<file path="src/rtl/alu_op_decode_pkg.sv">
// Shared types for the RV32I integer decode stage and the ALU it feeds.
package alu_op_decode_pkg;

  localparam int DATA_WIDTH = 32;

  // ALU operation codes, shared with the execute stage.
  typedef enum logic [3:0] {
    ALU_ADD     = 4'h0,
    ALU_SUB     = 4'h1,
    ALU_SLL     = 4'h2,
    ALU_SLT     = 4'h3,
    ALU_SLTU    = 4'h4,
    ALU_XOR     = 4'h5,
    ALU_SRL     = 4'h6,
    ALU_SRA     = 4'h7,
    ALU_OR      = 4'h8,
    ALU_AND     = 4'h9,
    ALU_NOP     = 4'hE,
    ALU_INVALID = 4'hF
  } alu_sel_t;

  // RV32I major opcodes handled by this stage.
  localparam logic [6:0] OPC_OP     = 7'b0110011;
  localparam logic [6:0] OPC_OP_IMM = 7'b0010011;
  localparam logic [6:0] OPC_LUI    = 7'b0110111;
  localparam logic [6:0] OPC_AUIPC  = 7'b0010111;

  // funct7 values that select the base or the alternate (SUB/SRA) operation.
  localparam logic [6:0] F7_BASE = 7'b0000000;
  localparam logic [6:0] F7_ALT  = 7'b0100000;

  // One decoded entry as it travels through the skid buffer.
  typedef struct packed {
    logic [DATA_WIDTH-1:0] a;
    logic [DATA_WIDTH-1:0] b;
    alu_sel_t              alu_sel;
    logic [4:0]            rd;
    logic                  rd_we;
    logic                  illegal;
  } alu_payload_t;

  localparam alu_payload_t PAYLOAD_RESET = '{
    a:       '0,
    b:       '0,
    alu_sel: ALU_NOP,
    rd:      '0,
    rd_we:   1'b0,
    illegal: 1'b0
  };

  // Base operation selected by funct3 (funct7 variants are resolved by the caller).
  function automatic alu_sel_t alu_sel_from_funct3(input logic [2:0] funct3);
    alu_sel_t sel;
    sel = ALU_ADD;
    case (funct3)
      3'b000:  sel = ALU_ADD;
      3'b001:  sel = ALU_SLL;
      3'b010:  sel = ALU_SLT;
      3'b011:  sel = ALU_SLTU;
      3'b100:  sel = ALU_XOR;
      3'b101:  sel = ALU_SRL;
      3'b110:  sel = ALU_OR;
      default: sel = ALU_AND;
    endcase
    return sel;
  endfunction

endpackage

</file>
<file path="src/rtl/alu_op_decode_pipe_skid_buf.sv">
// Generic two-entry valid/ready buffer: an output register plus one skid
// register, so in_ready comes straight from a flop.
module pipe_skid_buf #(
  parameter int               WIDTH     = 8,
  parameter logic [WIDTH-1:0] RESET_VAL = '0
) (
  input  logic             clk,
  input  logic             rst_n,
  input  logic             flush,
  input  logic             in_valid,
  output logic             in_ready,
  input  logic [WIDTH-1:0] in_data,
  output logic             out_valid,
  input  logic             out_ready,
  output logic [WIDTH-1:0] out_data
);

  typedef enum logic [1:0] {
    S_EMPTY,
    S_ONE,
    S_FULL
  } state_t;

  state_t           state;
  logic [WIDTH-1:0] skid_data;
  logic             accept;
  logic             drain;

  assign accept = in_valid && in_ready;
  assign drain  = out_valid && out_ready;

  // Occupancy FSM with registered handshake outputs and the two data slots.
  always_ff @(posedge clk or negedge rst_n) begin
    if (!rst_n) begin
      state     <= S_EMPTY;
      in_ready  <= 1'b1;
      out_valid <= 1'b0;
      // NOTE: both data slots take a defined reset value; the output slot is
      // architecturally visible after reset and the skid slot just keeps X
      // out of simulation.
      out_data  <= RESET_VAL;
      skid_data <= RESET_VAL;
    end else if (flush) begin
      state     <= S_EMPTY;
      in_ready  <= 1'b1;
      out_valid <= 1'b0;
    end else begin
      // NOTE: non-blocking assignments so every flop samples pre-edge values;
      // the FULL->ONE skid-to-output move relies on that.
      case (state)
        S_EMPTY: begin
          if (accept) begin
            out_data  <= in_data;
            out_valid <= 1'b1;
            state     <= S_ONE;
          end
        end
        S_ONE: begin
          if (accept && !drain) begin
            skid_data <= in_data;
            in_ready  <= 1'b0;
            state     <= S_FULL;
          end else if (accept && drain) begin
            out_data <= in_data;
          end else if (drain) begin
            out_valid <= 1'b0;
            state     <= S_EMPTY;
          end
        end
        S_FULL: begin
          if (drain) begin
            out_data <= skid_data;
            in_ready <= 1'b1;
            state    <= S_ONE;
          end
        end
        default: begin
          state     <= S_EMPTY;
          in_ready  <= 1'b1;
          out_valid <= 1'b0;
        end
      endcase
    end
  end

endmodule

</file>
<file path="src/rtl/alu_op_decode.sv">
// Registered RV32I decode stage: turns an instruction and its source operands
// into ALU operand A, operand B and alu_sel, behind a two-entry skid buffer.
module alu_op_decode
  import alu_op_decode_pkg::*;
(
  input  logic                  clk,
  input  logic                  rst_n,
  input  logic                  flush,
  input  logic                  in_valid,
  output logic                  in_ready,
  input  logic [31:0]           in_instr,
  input  logic [DATA_WIDTH-1:0] in_pc,
  input  logic [DATA_WIDTH-1:0] in_rs1_data,
  input  logic [DATA_WIDTH-1:0] in_rs2_data,
  output logic                  out_valid,
  input  logic                  out_ready,
  output logic [DATA_WIDTH-1:0] out_a,
  output logic [DATA_WIDTH-1:0] out_b,
  output logic [3:0]            out_alu_sel,
  output logic [4:0]            out_rd,
  output logic                  out_rd_we,
  output logic                  out_illegal
);

  // Combinational decode of one instruction beat into an ALU payload.
  function automatic alu_payload_t decode(
    input logic [31:0]           instr,
    input logic [DATA_WIDTH-1:0] pc,
    input logic [DATA_WIDTH-1:0] rs1,
    input logic [DATA_WIDTH-1:0] rs2
  );
    alu_payload_t          p;
    logic [6:0]            opcode;
    logic [6:0]            funct7;
    logic [2:0]            funct3;
    logic                  legal;
    logic [DATA_WIDTH-1:0] imm_i;
    logic [DATA_WIDTH-1:0] imm_u;

    // NOTE: blocking assignments with a full default set first; this is pure
    // combinational evaluation and no path may leave a field unassigned.
    opcode    = instr[6:0];
    funct3    = instr[14:12];
    funct7    = instr[31:25];
    imm_i     = {{(DATA_WIDTH-12){instr[31]}}, instr[31:20]};
    imm_u     = {instr[31:12], 12'b0};
    legal     = 1'b1;
    p         = PAYLOAD_RESET;
    p.a       = rs1;
    p.b       = rs2;
    p.alu_sel = alu_sel_from_funct3(funct3);

    case (opcode)
      OPC_OP: begin
        if (funct7 == F7_ALT && funct3 == 3'b000) begin
          p.alu_sel = ALU_SUB;
        end else if (funct7 == F7_ALT && funct3 == 3'b101) begin
          p.alu_sel = ALU_SRA;
        end else if (funct7 != F7_BASE) begin
          legal = 1'b0;
        end
      end
      OPC_OP_IMM: begin
        p.b = imm_i;
        if (funct3 == 3'b001) begin
          legal = (funct7 == F7_BASE);
        end else if (funct3 == 3'b101) begin
          if (funct7 == F7_ALT) begin
            p.alu_sel = ALU_SRA;
          end else if (funct7 != F7_BASE) begin
            legal = 1'b0;
          end
        end
      end
      OPC_LUI: begin
        p.a       = '0;
        p.b       = imm_u;
        p.alu_sel = ALU_ADD;
      end
      OPC_AUIPC: begin
        p.a       = pc;
        p.b       = imm_u;
        p.alu_sel = ALU_ADD;
      end
      default: legal = 1'b0;
    endcase

    // Undecodable beats still carry the raw operands for diagnostics.
    if (!legal) begin
      p.a       = rs1;
      p.b       = rs2;
      p.alu_sel = ALU_INVALID;
    end

    p.rd      = instr[11:7];
    p.rd_we   = legal && (instr[11:7] != 5'd0);
    p.illegal = !legal;
    return p;
  endfunction

  alu_payload_t in_payload;
  alu_payload_t out_payload;

  // Decode the presented beat every cycle; the buffer captures it on accept.
  always_comb begin
    in_payload = decode(in_instr, in_pc, in_rs1_data, in_rs2_data);
  end

  pipe_skid_buf #(
    .WIDTH     ($bits(alu_payload_t)),
    .RESET_VAL (PAYLOAD_RESET)
  ) u_skid (
    .clk       (clk),
    .rst_n     (rst_n),
    .flush     (flush),
    .in_valid  (in_valid),
    .in_ready  (in_ready),
    .in_data   (in_payload),
    .out_valid (out_valid),
    .out_ready (out_ready),
    .out_data  (out_payload)
  );

  assign out_a       = out_payload.a;
  assign out_b       = out_payload.b;
  assign out_alu_sel = out_payload.alu_sel;
  assign out_rd      = out_payload.rd;
  assign out_rd_we   = out_payload.rd_we;
  assign out_illegal = out_payload.illegal;

endmodule

</file>
<file path="config.mk">
export PLATFORM = sky130hd
export DESIGN_NAME = alu_op_decode
export DESIGN_NICKNAME = d
export VERILOG_FILES = /design/src/rtl/alu_op_decode_pkg.sv /design/src/rtl/alu_op_decode_pipe_skid_buf.sv /design/src/rtl/alu_op_decode.sv
export SDC_FILE = /design/constraint.sdc
export NUM_CORES = 1
export LEC_CHECK = 0
export ABC_AREA = 1
export CAP_MARGIN = 0
export CORE_ASPECT_RATIO = 0.9
export CORE_MARGIN = 5
export CORE_UTILIZATION = 50
export DETAILED_ROUTE_END_ITERATION = 8
export HOLD_SLACK_MARGIN = 0.15
export PLACE_DENSITY = 0.81
export SLEW_MARGIN = 20
export SYNTH_ARGS = -nofsm -noshare
export SYNTH_HDL_FRONTEND = slang
export SYNTH_HIERARCHICAL = 1
export SYNTH_SLANG_ARGS = --single-unit
export TNS_END_PERCENT = 1
</file>
<file path="constraint.sdc">
create_clock -name clk -period 1.9 [get_ports clk]
set_input_delay 0.38 -clock clk [delete_from_list [all_inputs] [get_ports clk]]
set_output_delay 0.38 -clock clk [all_outputs]
set_load 0.01 [all_outputs]
</file>
==> flow_summary.json <==
{
  "status": "finished, final reports clean",
  "place_congestion": 0.871,
  "swShare_pct": 35.3,
  "combPwrFrac_pct": 38.9,
  "critPathMaxStageDelay_ns": 0.27,
  "num_io_pins": 210,
  "synth-seq-cells": 154,
  "cts_buffers": 17,
  "synthToLayoutAreaGrowth_pct": 40.4,
  "synth_warnings": 6,
  "gr-total-overflow": 0,
  "num_vias": 8687,
  "power_frac_seq_pct": 37.1,
  "hold_viol_final": 0,
  "grt_pass1_wl_mm": 42.0,
  "relSlewSlack_pct": 68.8,
  "die-area_um2": 20000,
  "pwr-share-clk_pct": 24.0,
  "cp_slowest_cell": "clkdlybuf4s15_1",
  "start_util_pct": 51.0,
  "grt_pass1_vias": 8382,
  "synth_cell_types": 29,
  "switching_power_w": 0.00539,
  "vias_per_cell": 5.04,
  "hold_class": "in2async",
  "crit_family": "simple AND/OR/NAND/NOR gates",
  "post_dp_cell_area_um2": 11200,
  "numPortBuffers": 209,
  "min_period_over_period_pct": 96.5,
  "path_max_fanout": 7,
  "place_inst": 1673,
  "layout.nets": 1608,
  "worstMarginPinSlew_ns": 0.468,
  "dieWidth_um": 149,
  "hpwl_mm": 16.8,
  "clock_skew_ns": 0.00839,
  "clkTransAtPathRegs_ns": 0.06,
  "drt_iter0_drc": 659,
  "wl_mm": 25.9,
  "yosys.area.top_type_share_pct": 42.6,
  "drive_gt1_share_pct": 12.1,
  "die_height_um": 135,
  "ctsLongestPathBuffers": 2,
  "path_buf_inv": 5,
  "min_period_ns": 1.83,
  "layout_common_cells": "nand2_1, clkdlybuf4s50_1, dfrtp_1, inv_1, nand3_1",
  "final_max_slew_viol_count": 0,
  "worstPathRequired_ns": 2.22,
  "achievable-frequency_mhz": 545,
  "num-fill-cells": 1320,
  "crit_path_start_kind": "input port",
  "firstDrtPassIters": 8,
  "num_rows": 45,
  "syn_nets": 1379,
  "end_kind": "register",
  "cts_tree": "done",
  "clk_latency_ns": 0.43,
  "p_per_area_nw_per_um2": 1260,
  "cp_cell_sequence": "clkdlybuf4s15_1 -> inv_1 -> buf_4 -> nand2_1 -> nor2_2 -> nand3_2 -> nand3_2 -> nand2_2 -> nand3_4 -> buf_12 -> buf_16 -> nand2_1 -> nand2_1 -> nand2_1 -> nand2_1 -> nand3_1 -> nand2_1",
  "synth_area_um2": 8640,
  "coreArea_um2": 16900,
  "wl_per_cell_um": 15.1,
  "layout_commonest_cell": "nand2_1",
  "num_antenna_cells": 0,
  "yosys.area.top_type": "dfrtp_1",
  "criticalPathCategory": "in2reg",
  "ir_worst_vdd_mv": 0.766,
  "path_common_cell": "nand2_1",
  "cts.sinks": 154,
  "grt_max_degree": 77,
  "maxCapViolCount": 0,
  "leakagePower_nw": 6.62,
  "ys_seq_area_share_pct": 44.7,
  "p_int_w": 0.00989,
  "avgSynthCellArea_um2": 6.94,
  "design_area_um2": 12100,
  "track_usage_pct": 26.0,
  "drc_errors": 0,
  "setup_viol": 0,
  "antenna_found_initial": 1,
  "final_cells": 1723,
  "arrival_ns": 2.15,
  "htree_levels": 4,
  "synthTopCellsByArea": "dfrtp_1, nand2_1, inv_1, nand3_1, o21ai_0",
  "root_buffer": "clkbuf_16",
  "netlist_instances": 1246,
  "ant_nets": 0
}
-- registers in the layout (all words and copies together), names as in the netlist --
name / cells
u_skid/skid_data: 75
u_skid/in_ready: 1
u_skid/out_data: 75
u_skid/out_valid: 1
u_skid/state: 2
-- kinds of logic (layout without fill, tap and decap cells) --
kind of cell,after synthesis,count (layout),synth area share (%)
AO/OA/AOI/OAI,133,136,8.31
buffers and inverters,210,449,11.3
flip-flops,154,154,44.7
AND/OR/NAND/NOR,749,749,35.7
-- final timing paths --
path                            cells past startpoint  slack (ns)                    to               start
max in group asynchronous                           3        0.80       u_skid/in_ready               rst_n
min in group clk                                    2        0.47    u_skid/out_data[9]  u_skid/out_data[9]
worst min register to register                      2        0.47    u_skid/out_data[9]  u_skid/out_data[9]
worst min-delay path                                2        0.44   u_skid/out_data[65]               rst_n
worst max-delay path                               17        0.07   u_skid/out_data[11]        in_instr[13]
worst max register to register                      7        0.29  u_skid/skid_data[57]     u_skid/in_ready
-- power by group through the flow --
stage	Combinational [W]	Sequential (W)	Clock [W]
after detailed placement	0.00594	0.00570	0
after floorplan	0.00272	0.00594	0
after global placement	0.00579	0.00565	0
after CTS	0.00597	0.00567	0.00371
final	0.00594	0.00568	0.00366
after global routing	0.00659	0.00588	0.00387
-- what timing repair did --
item,in CTS,in global routing
pin swaps,19,16
gates resized for setup,35,20
endpoints found under the setup margin,80,55
setup buffers,9,3
hold endpoints to repair,34,0
gates cloned,3,2
hold buffers,1,0
-- through the flow --
| step | setup TNS (ns) | setup WS [ns] | hold WS (ns) | total power, W | util [%] |
|---|---|---|---|---|---|
| 2_1_floorplan | 0 | 0.280 | 0.0844 | 0.00866 | - |
| 3_3_place_gp | -63.20 | -0.684 | 0.312 | 0.0114 | 66.0 |
| 3_5_place_dp | -67.73 | -0.725 | 0.312 | 0.0116 | 66.0 |
| 4_1_cts | 0 | 0.0126 | 0.435 | 0.0153 | 71.1 |
| 5_1_grt | -0.392 | -0.0573 | 0.458 | 0.0163 | 71.6 |
| 6_report | 0 | 0.0661 | 0.444 | 0.0153 | 71.6 |
-- area by class of cell --
type                    instances  area (µm²)  area share [%]
clock buffers                  20         447            3.68
clock inverters                12         188            1.55
inverters                     137         517            4.26
multi-input cells             885        3910            32.2
flip-flops and latches        154        3860            31.8
well taps                     235         294            2.42
repair buffers                280        2910            24.0
-- layer usage --
metal	wire length (µm)	vias to the layer above	track usage, %
met3	2370	73	6.51
met5	13	-	0
met1	10900	3967	34.3
met2	11900	373	41.6
met4	801	2	9.65
li1	-	4272	-
-- Yosys cell counts --
cell type / number
buf_8: 1
dfrtp_1: 147
inv_2: 8
nor2_1: 21
nor3b_1: 1
nor3b_2: 1
nand3_4: 2
a21oi_4: 1
nor3_1: 2
a21oi_1: 3
buf_12: 1
nand3_2: 2
o21ai_1: 41
buf_2: 34
o21ai_0: 77
clkbuf_1: 15
buf_4: 10
nor2_8: 1
o21ai_2: 11
nand2_1: 601
clkbuf_2: 1
nand2_2: 23
dfstp_2: 7
nor2_2: 4
nand3_1: 88
buf_6: 11
inv_1: 129
nor2_4: 2
nor3_2: 1
(Power assumes the default switching activity.)
